[config.mk]
export PLATFORM = sky130hd
export DESIGN_NAME = round_controller
export DESIGN_NICKNAME = d
export VERILOG_FILES = /design/src/rtl/game_pkg.sv /design/src/rtl/round_timer.sv /design/src/rtl/round_controller.sv
export SDC_FILE = /design/constraint.sdc
export NUM_CORES = 1
export LEC_CHECK = 0
export CORE_MARGIN = 1.5
export CORE_UTILIZATION = 48
export DETAILED_ROUTE_END_ITERATION = 12
export PLACE_DENSITY = 0.7
export SLEW_MARGIN = 20
export SYNTH_ARGS = -nofsm -noshare
export SYNTH_HDL_FRONTEND = slang
export SYNTH_SLANG_ARGS = --single-unit
[constraint.sdc]
create_clock -name Clk100M -period 4 [get_ports Clk100M]
set_input_delay 0.8 -clock Clk100M [delete_from_list [all_inputs] [get_ports Clk100M]]
set_output_delay 0.8 -clock Clk100M [all_outputs]
set_load 0.02 [all_outputs]
[src/rtl/game_pkg.sv]
// Shared types and helpers for the tap game round logic.
// State encoding, saturating count type and target rule.
package game_pkg;

  typedef enum logic [1:0] {
    IDLE  = 2'd0,
    RUN   = 2'd1,
    JUDGE = 2'd2,
    OVER  = 2'd3
  } state_e;

  localparam int CW = 5;

  typedef logic [CW-1:0] cnt_t;

  localparam cnt_t SAT_MAX = 5'd31;

  function automatic cnt_t target_f(
    input logic [3:0] lvl,
    input int         base
  );
    int t;
    t = base + 2 * int'(lvl);
    if (t > int'(SAT_MAX)) t = int'(SAT_MAX);
    if (t < 0) t = 0;
    return cnt_t'(t);
  endfunction

  function automatic cnt_t sat_inc(
    input cnt_t c,
    input logic inc
  );
    if (inc && (c != SAT_MAX)) return c + 5'd1;
    return c;
  endfunction

  // Both operands are <= SAT_MAX, so the
  // magnitude never exceeds the saturation limit.
  function automatic cnt_t abs_diff(
    input cnt_t a,
    input cnt_t b
  );
    if (a > b) return a - b;
    return b - a;
  endfunction

endpackage

[src/rtl/round_timer.sv]
// Loadable down-counter with an expiry flag.
// Used for round length and verdict timeout.
module round_timer #(
  parameter int W = 5
) (
  input  logic         clk_i,
  input  logic         rst_ni,
  input  logic         load_i,
  input  logic [W-1:0] load_val_i,
  input  logic         en_i,
  output logic         expire_o
);

  logic [W-1:0] cnt_q;
  logic [W-1:0] cnt_d;

  // Count register.
  always_ff @(posedge clk_i or negedge rst_ni) begin
    if (!rst_ni) cnt_q <= '0;
    else         cnt_q <= cnt_d;
  end

  // Load wins; otherwise step down while enabled.
  always_comb begin
    cnt_d = cnt_q;
    if (load_i)
      cnt_d = load_val_i;
    else if (en_i && (cnt_q != '0))
      cnt_d = cnt_q - 1'b1;
  end

  // Expiry is the last enabled cycle at zero.
  always_comb begin
    expire_o = en_i && (cnt_q == '0);
  end

endmodule

[src/rtl/round_controller.sv]
// Round sequencer: counts taps for a fixed window,
// reports the miss distance and applies the verdict.
module round_controller
  import game_pkg::*;
#(
  parameter int TICKS_PER_ROUND = 16,
  parameter int MAX_LEVEL       = 7,
  parameter int RESP_TIMEOUT    = 8,
  parameter int BASE_TARGET     = 3
) (
  input  logic       Clk100M,
  input  logic       Rst_n,
  input  logic       start,
  input  logic       tap,
  input  logic       incLevel,
  input  logic       lose,
  output logic       levelComplete,
  output logic [4:0] difference,
  output logic [3:0] level,
  output logic [4:0] target,
  output logic       running,
  output logic       gameOver,
  output logic       won
);

  localparam int RW = $clog2(TICKS_PER_ROUND) + 1;
  localparam int TW = $clog2(RESP_TIMEOUT) + 1;

  localparam logic [RW-1:0] RND_LOAD =
    RW'(TICKS_PER_ROUND - 1);
  localparam logic [TW-1:0] RSP_LOAD =
    TW'(RESP_TIMEOUT - 1);
  localparam logic [3:0] LVL_MAX = 4'(MAX_LEVEL);

  state_e     state_q;
  state_e     state_d;
  logic [3:0] level_q;
  logic [3:0] level_d;
  logic       won_q;
  logic       won_d;
  logic       lc_q;
  logic       lc_d;
  cnt_t       diff_q;
  cnt_t       diff_d;
  cnt_t       taps_q;
  cnt_t       taps_d;
  cnt_t       target_q;
  cnt_t       target_d;
  cnt_t       taps_fin;

  logic rnd_load;
  logic rnd_en;
  logic rnd_exp;
  logic rsp_load;
  logic rsp_en;
  logic rsp_exp;
  logic verdict_ok;

  round_timer #(
    .W (RW)
  ) u_rnd_timer (
    .clk_i      (Clk100M),
    .rst_ni     (Rst_n),
    .load_i     (rnd_load),
    .load_val_i (RND_LOAD),
    .en_i       (rnd_en),
    .expire_o   (rnd_exp)
  );

  round_timer #(
    .W (TW)
  ) u_rsp_timer (
    .clk_i      (Clk100M),
    .rst_ni     (Rst_n),
    .load_i     (rsp_load),
    .load_val_i (RSP_LOAD),
    .en_i       (rsp_en),
    .expire_o   (rsp_exp)
  );

  // State register.
  always_ff @(posedge Clk100M or negedge Rst_n) begin
    if (!Rst_n) state_q <= IDLE;
    else        state_q <= state_d;
  end

  // Next state, level and win flag.
  always_comb begin
    state_d = state_q;
    level_d = level_q;
    won_d   = won_q;
    unique case (state_q)
      IDLE: begin
        if (start) begin
          state_d = RUN;
          level_d = '0;
          won_d   = 1'b0;
        end
      end
      RUN: begin
        if (rnd_exp) state_d = JUDGE;
      end
      JUDGE: begin
        if (verdict_ok && lose) begin
          state_d = OVER;
          won_d   = 1'b0;
        end else if (verdict_ok && incLevel) begin
          if (level_q >= LVL_MAX) begin
            state_d = OVER;
            won_d   = 1'b1;
          end else begin
            state_d = RUN;
            level_d = level_q + 4'd1;
          end
        end else if (rsp_exp) begin
          state_d = RUN;
        end
      end
      OVER: begin
        if (start) begin
          state_d = IDLE;
          won_d   = 1'b0;
        end
      end
      default: state_d = IDLE;
    endcase
  end

  // State decodes and timer controls. The judge
  // cannot answer in the levelComplete cycle, so
  // verdicts are accepted only after it.
  always_comb begin
    running    = (state_q == RUN);
    gameOver   = (state_q == OVER);
    rnd_en     = (state_q == RUN);
    rsp_en     = (state_q == JUDGE);
    verdict_ok = rsp_en && !lc_q;
    rnd_load   = (state_d == RUN) && (state_q != RUN);
    rsp_load   = rnd_exp;
  end

  // Tap count, round result and target next values.
  always_comb begin
    taps_fin = sat_inc(taps_q, tap);
    taps_d   = taps_q;
    if (rnd_load)
      taps_d = '0;
    else if (state_q == RUN)
      taps_d = taps_fin;
    lc_d   = rnd_exp;
    diff_d = diff_q;
    if (rnd_exp)
      diff_d = abs_diff(target_q, taps_fin);
    target_d = target_f(level_d, BASE_TARGET);
  end

  // Datapath registers.
  always_ff @(posedge Clk100M or negedge Rst_n) begin
    if (!Rst_n) begin
      level_q  <= '0;
      won_q    <= 1'b0;
      lc_q     <= 1'b0;
      diff_q   <= '0;
      taps_q   <= '0;
      target_q <= target_f(4'd0, BASE_TARGET);
    end else begin
      level_q  <= level_d;
      won_q    <= won_d;
      lc_q     <= lc_d;
      diff_q   <= diff_d;
      taps_q   <= taps_d;
      target_q <= target_d;
    end
  end

  assign levelComplete = lc_q;
  assign difference    = diff_q;
  assign level         = level_q;
  assign target        = target_q;
  assign won           = won_q;

endmodule

==> results.py <==
metrics = {
    "die": {
        "coreArea_um2": 4029,
        "die-width_um": 67.97,
        "die_y_um": 67.97,
        "ios": 24,
        "rows": 23,
        "start_util_pct": 50.28,
        "die_area_um2": 4619,
    },
    "sta": {
        "clock_skew_ns": 0.005464,
        "fmax_mhz": 302.2,
        "holdWs_ns": 0.4759,
        "post-route-period-util_pct": 82.72,
        "final_hold_viol_count": 0,
        "report.final.slew_viol_count": 0,
        "relSlewSlack_pct": 48.97,
        "rsz0062_at_grt": "no",
        "fin_crit_ns": 3.309,
        "setup_viol": 0,
        "worst_pin_slew_ns": 0.7571,
        "tns_ns": 0,
    },
    "setup_path": {
        "worstPathCellList": "ha_1, and3_1, ha_1, nor2b_1, nand4_1, xor2_1, inv_1, ha_1, a21o_1, a21oi_1, o21bai_2, mux2i_1, o21ai_0",
        "path_max_fanout": 7,
        "required_ns": 4.16,
        "worstSetupStartpointType": "flip-flop",
        "crit_family": "adder cells",
        "cp_num_buf_inv": 1,
        "path_class": "flip-flop to flip-flop",
        "slowest_stage": "dfrtp_1",
        "cp-end-kind": "flip-flop",
        "arrival_ns": 3.47,
        "crit_path_frequent_cell": "ha_1",
        "cpPeakStageDelay_ns": 0.42,
    },
    "clock_network": {
        "clk_pin_slew_worst_paths_ns": 0.07,
        "clockRootBuffer": "clkbuf_8",
        "cts_resized": 0,
        "cts.sinks": 31,
        "holdBufCountCts": 0,
        "worstSkewPairLatency_ns": 0.28,
        "ctsHtreeMaxLevel": 2,
        "cts_tree": "done",
        "cts_max_path_buffers": 2,
        "cts_buffers": 5,
        "cts_setup_buffers": 0,
    },
    "detailed_routing": {
        "ant_nets": 0,
        "route.detailed.drc": 0,
        "firstDrtPassIters": 4,
        "wl_per_cell_um": 13.61,
        "drt_iter0_markers": 132,
        "vias": 1544,
        "wirelength_um": 3893,
        "viasPerCell": 5.399,
    },
    "power": {
        "vdd_drop_max_mv": 0.3006,
        "power_density_nw_per_um2": 555.4,
        "p_leak_nw": 1.162,
        "p_total_w": 0.001326,
    },
    "finish": {
        "nFillCells": 368,
        "layout-drive-gt1-share_pct": 9.746,
        "nets": 260,
        "antenna_cells": 0,
        "area_delta_synth_final_pct": 17.85,
    },
    "global_route": {
        "overflow": 0,
        "grt_start_max_net_pins": 32,
        "antenna_found_initial": 0,
        "grt_use_total_pct": 19.41,
        "grt_pass1_wl_um": 6617,
        "first_global_vias": 1456,
    },
    "logic_synthesis": {
        "syn-num-nets": 236,
        "synthTopCellsByCount": "dfrtp_1 (30), nand2_1 (28), inv_1 (21)",
        "syn_area_um2": 2026,
        "yosysTopAreaCell": "dfrtp_1",
        "ys_async_sr_fraction_pct": 100.0,
        "yosys.area.top_type_share_pct": 37.06,
        "synth-edff-count": 0,
        "syn_area_per_cell_um2": 9.600,
        "seq_area_frac_synth_pct": 38.36,
        "synth.area.top_cells": "dfrtp_1 (37%), ha_1 (11%), nand2_1 (5.2%)",
        "synthFlopType": "dfrtp_1",
        "ys_types": 54,
        "syn-instance-count": 211,
        "yosysWarningCount": 0,
        "synth.ff_latch_count": 31,
        "synth.most_common_cell": "dfrtp_1",
    },
    "hold_path": {
        "hold_class": "flip-flop to flip-flop",
    },
    "placed_design": {
        "io_buffers": 22,
        "place_hpwl_um": 2998,
        "gp_congestion": 0.9675,
    },
    "run": {
        "drv_cap": 0,
    },
    "outcome": {
        "status": "finished clean",
    },
}
flip-flops by register name, indices dropped and copies added (netlist names), 2 cells and up:
name	cells
u_rnd_timer.cnt_q	5
target	4
taps_q	5
level	4
u_rsp_timer.cnt_q	4
difference	5
state_q	2
metrics by stage:
step	worst slack, ns	utilization [%]	cell area [um2]	instances
2_1_floorplan	1.032	-	2026	211
3_3_place_gp	0.5395	56.77	2287	278
3_5_place_dp	0.4614	56.77	2287	278
4_1_cts	0.7170	59.25	2387	286
5_1_grt	0.3886	59.25	2387	286
6_report	0.6912	59.25	2387	286
worst paths after layout:
| check | from | endpoint | slack, ns | cells past startpoint |
|---|---|---|---|---|
| worst max register to register | taps_q[0] | difference[2] | 0.69 | 13 |
| min in group asynchronous | Rst_n | difference[3] | 0.90 | 2 |
| worst min register to register | difference[0] | difference[0] | 0.48 | 2 |
| worst min-delay path | difference[0] | difference[0] | 0.48 | 2 |
| max in group asynchronous | Rst_n | target[1] | 2.78 | 2 |
| worst max-delay path | taps_q[0] | difference[2] | 0.69 | 13 |
cells in the final DEF (no fill, tap or decap), types with 3 or more instances in the layout:
cell / netlist / final
ha_1: 17 / 17
a21oi_1: 5 / 5
a21o_1: 6 / 6
clkdlybuf4s50_1: 0 / 22
clkbuf_8: 0 / 7
inv_1: 21 / 21
mux2i_1: 5 / 5
dfrtp_1: 30 / 30
nand2_1: 28 / 28
or2_2: 3 / 3
o211a_1: 5 / 5
a31oi_1: 5 / 5
nand3_1: 6 / 6
and3_1: 4 / 4
nand2b_1: 3 / 3
nor2_1: 10 / 10
o21ai_0: 8 / 8
xor2_1: 5 / 5
routing by layer:
metal / vias up / part of all wire [%] / global-route usage (%)
met5: - / 0 / 0
met3: 6 / 4.5 / 5.263
li1: 785 / - / -
met4: 0 / 1.3 / 7.500
met1: 725 / 45 / 23.88
met2: 28 / 49 / 32.28
worst reg2reg max path, delay by kind of cell, from the launching register on:
kind / cells / cell delay, ns
mux: 1 / 0.21
compound gates: 4 / 0.73
xor+xnor: 1 / 0.28
simple gates: 3 / 0.67
buf+inv: 1 / 0.09
flops: 1 / 0.42
fa+ha+maj: 3 / 0.78
where the power goes:
part           internal (W)  switching (W)
sequential         0.000372      0.0000482
clock              0.000157       0.000113
combinational      0.000273       0.000363
logic make-up after synthesis:
kind of cell	count (synthesis)	synth area share, %
and+or+nand+nor	70	18.28
AOI/OAI and AO/OA	48	18.59
DFF	31	38.36
buffers and inverters	28	5.497
adders and majority gates	19	12.48
xor gates and xnor gates	7	3.027
muxes	7	3.582
other	1	0.1851
cell type report:
cell class,count,area (um2),share of cell area [%]
clock buffer,8,100.1,4.193
inverter,22,82.58,3.459
multi-input combinational,152,1137,47.64
sequential,31,777.0,32.55
tap,50,62.56,2.621
timing repair buffer,23,227.7,9.539
No activity file was read; power rests on OpenSTA's default activity.
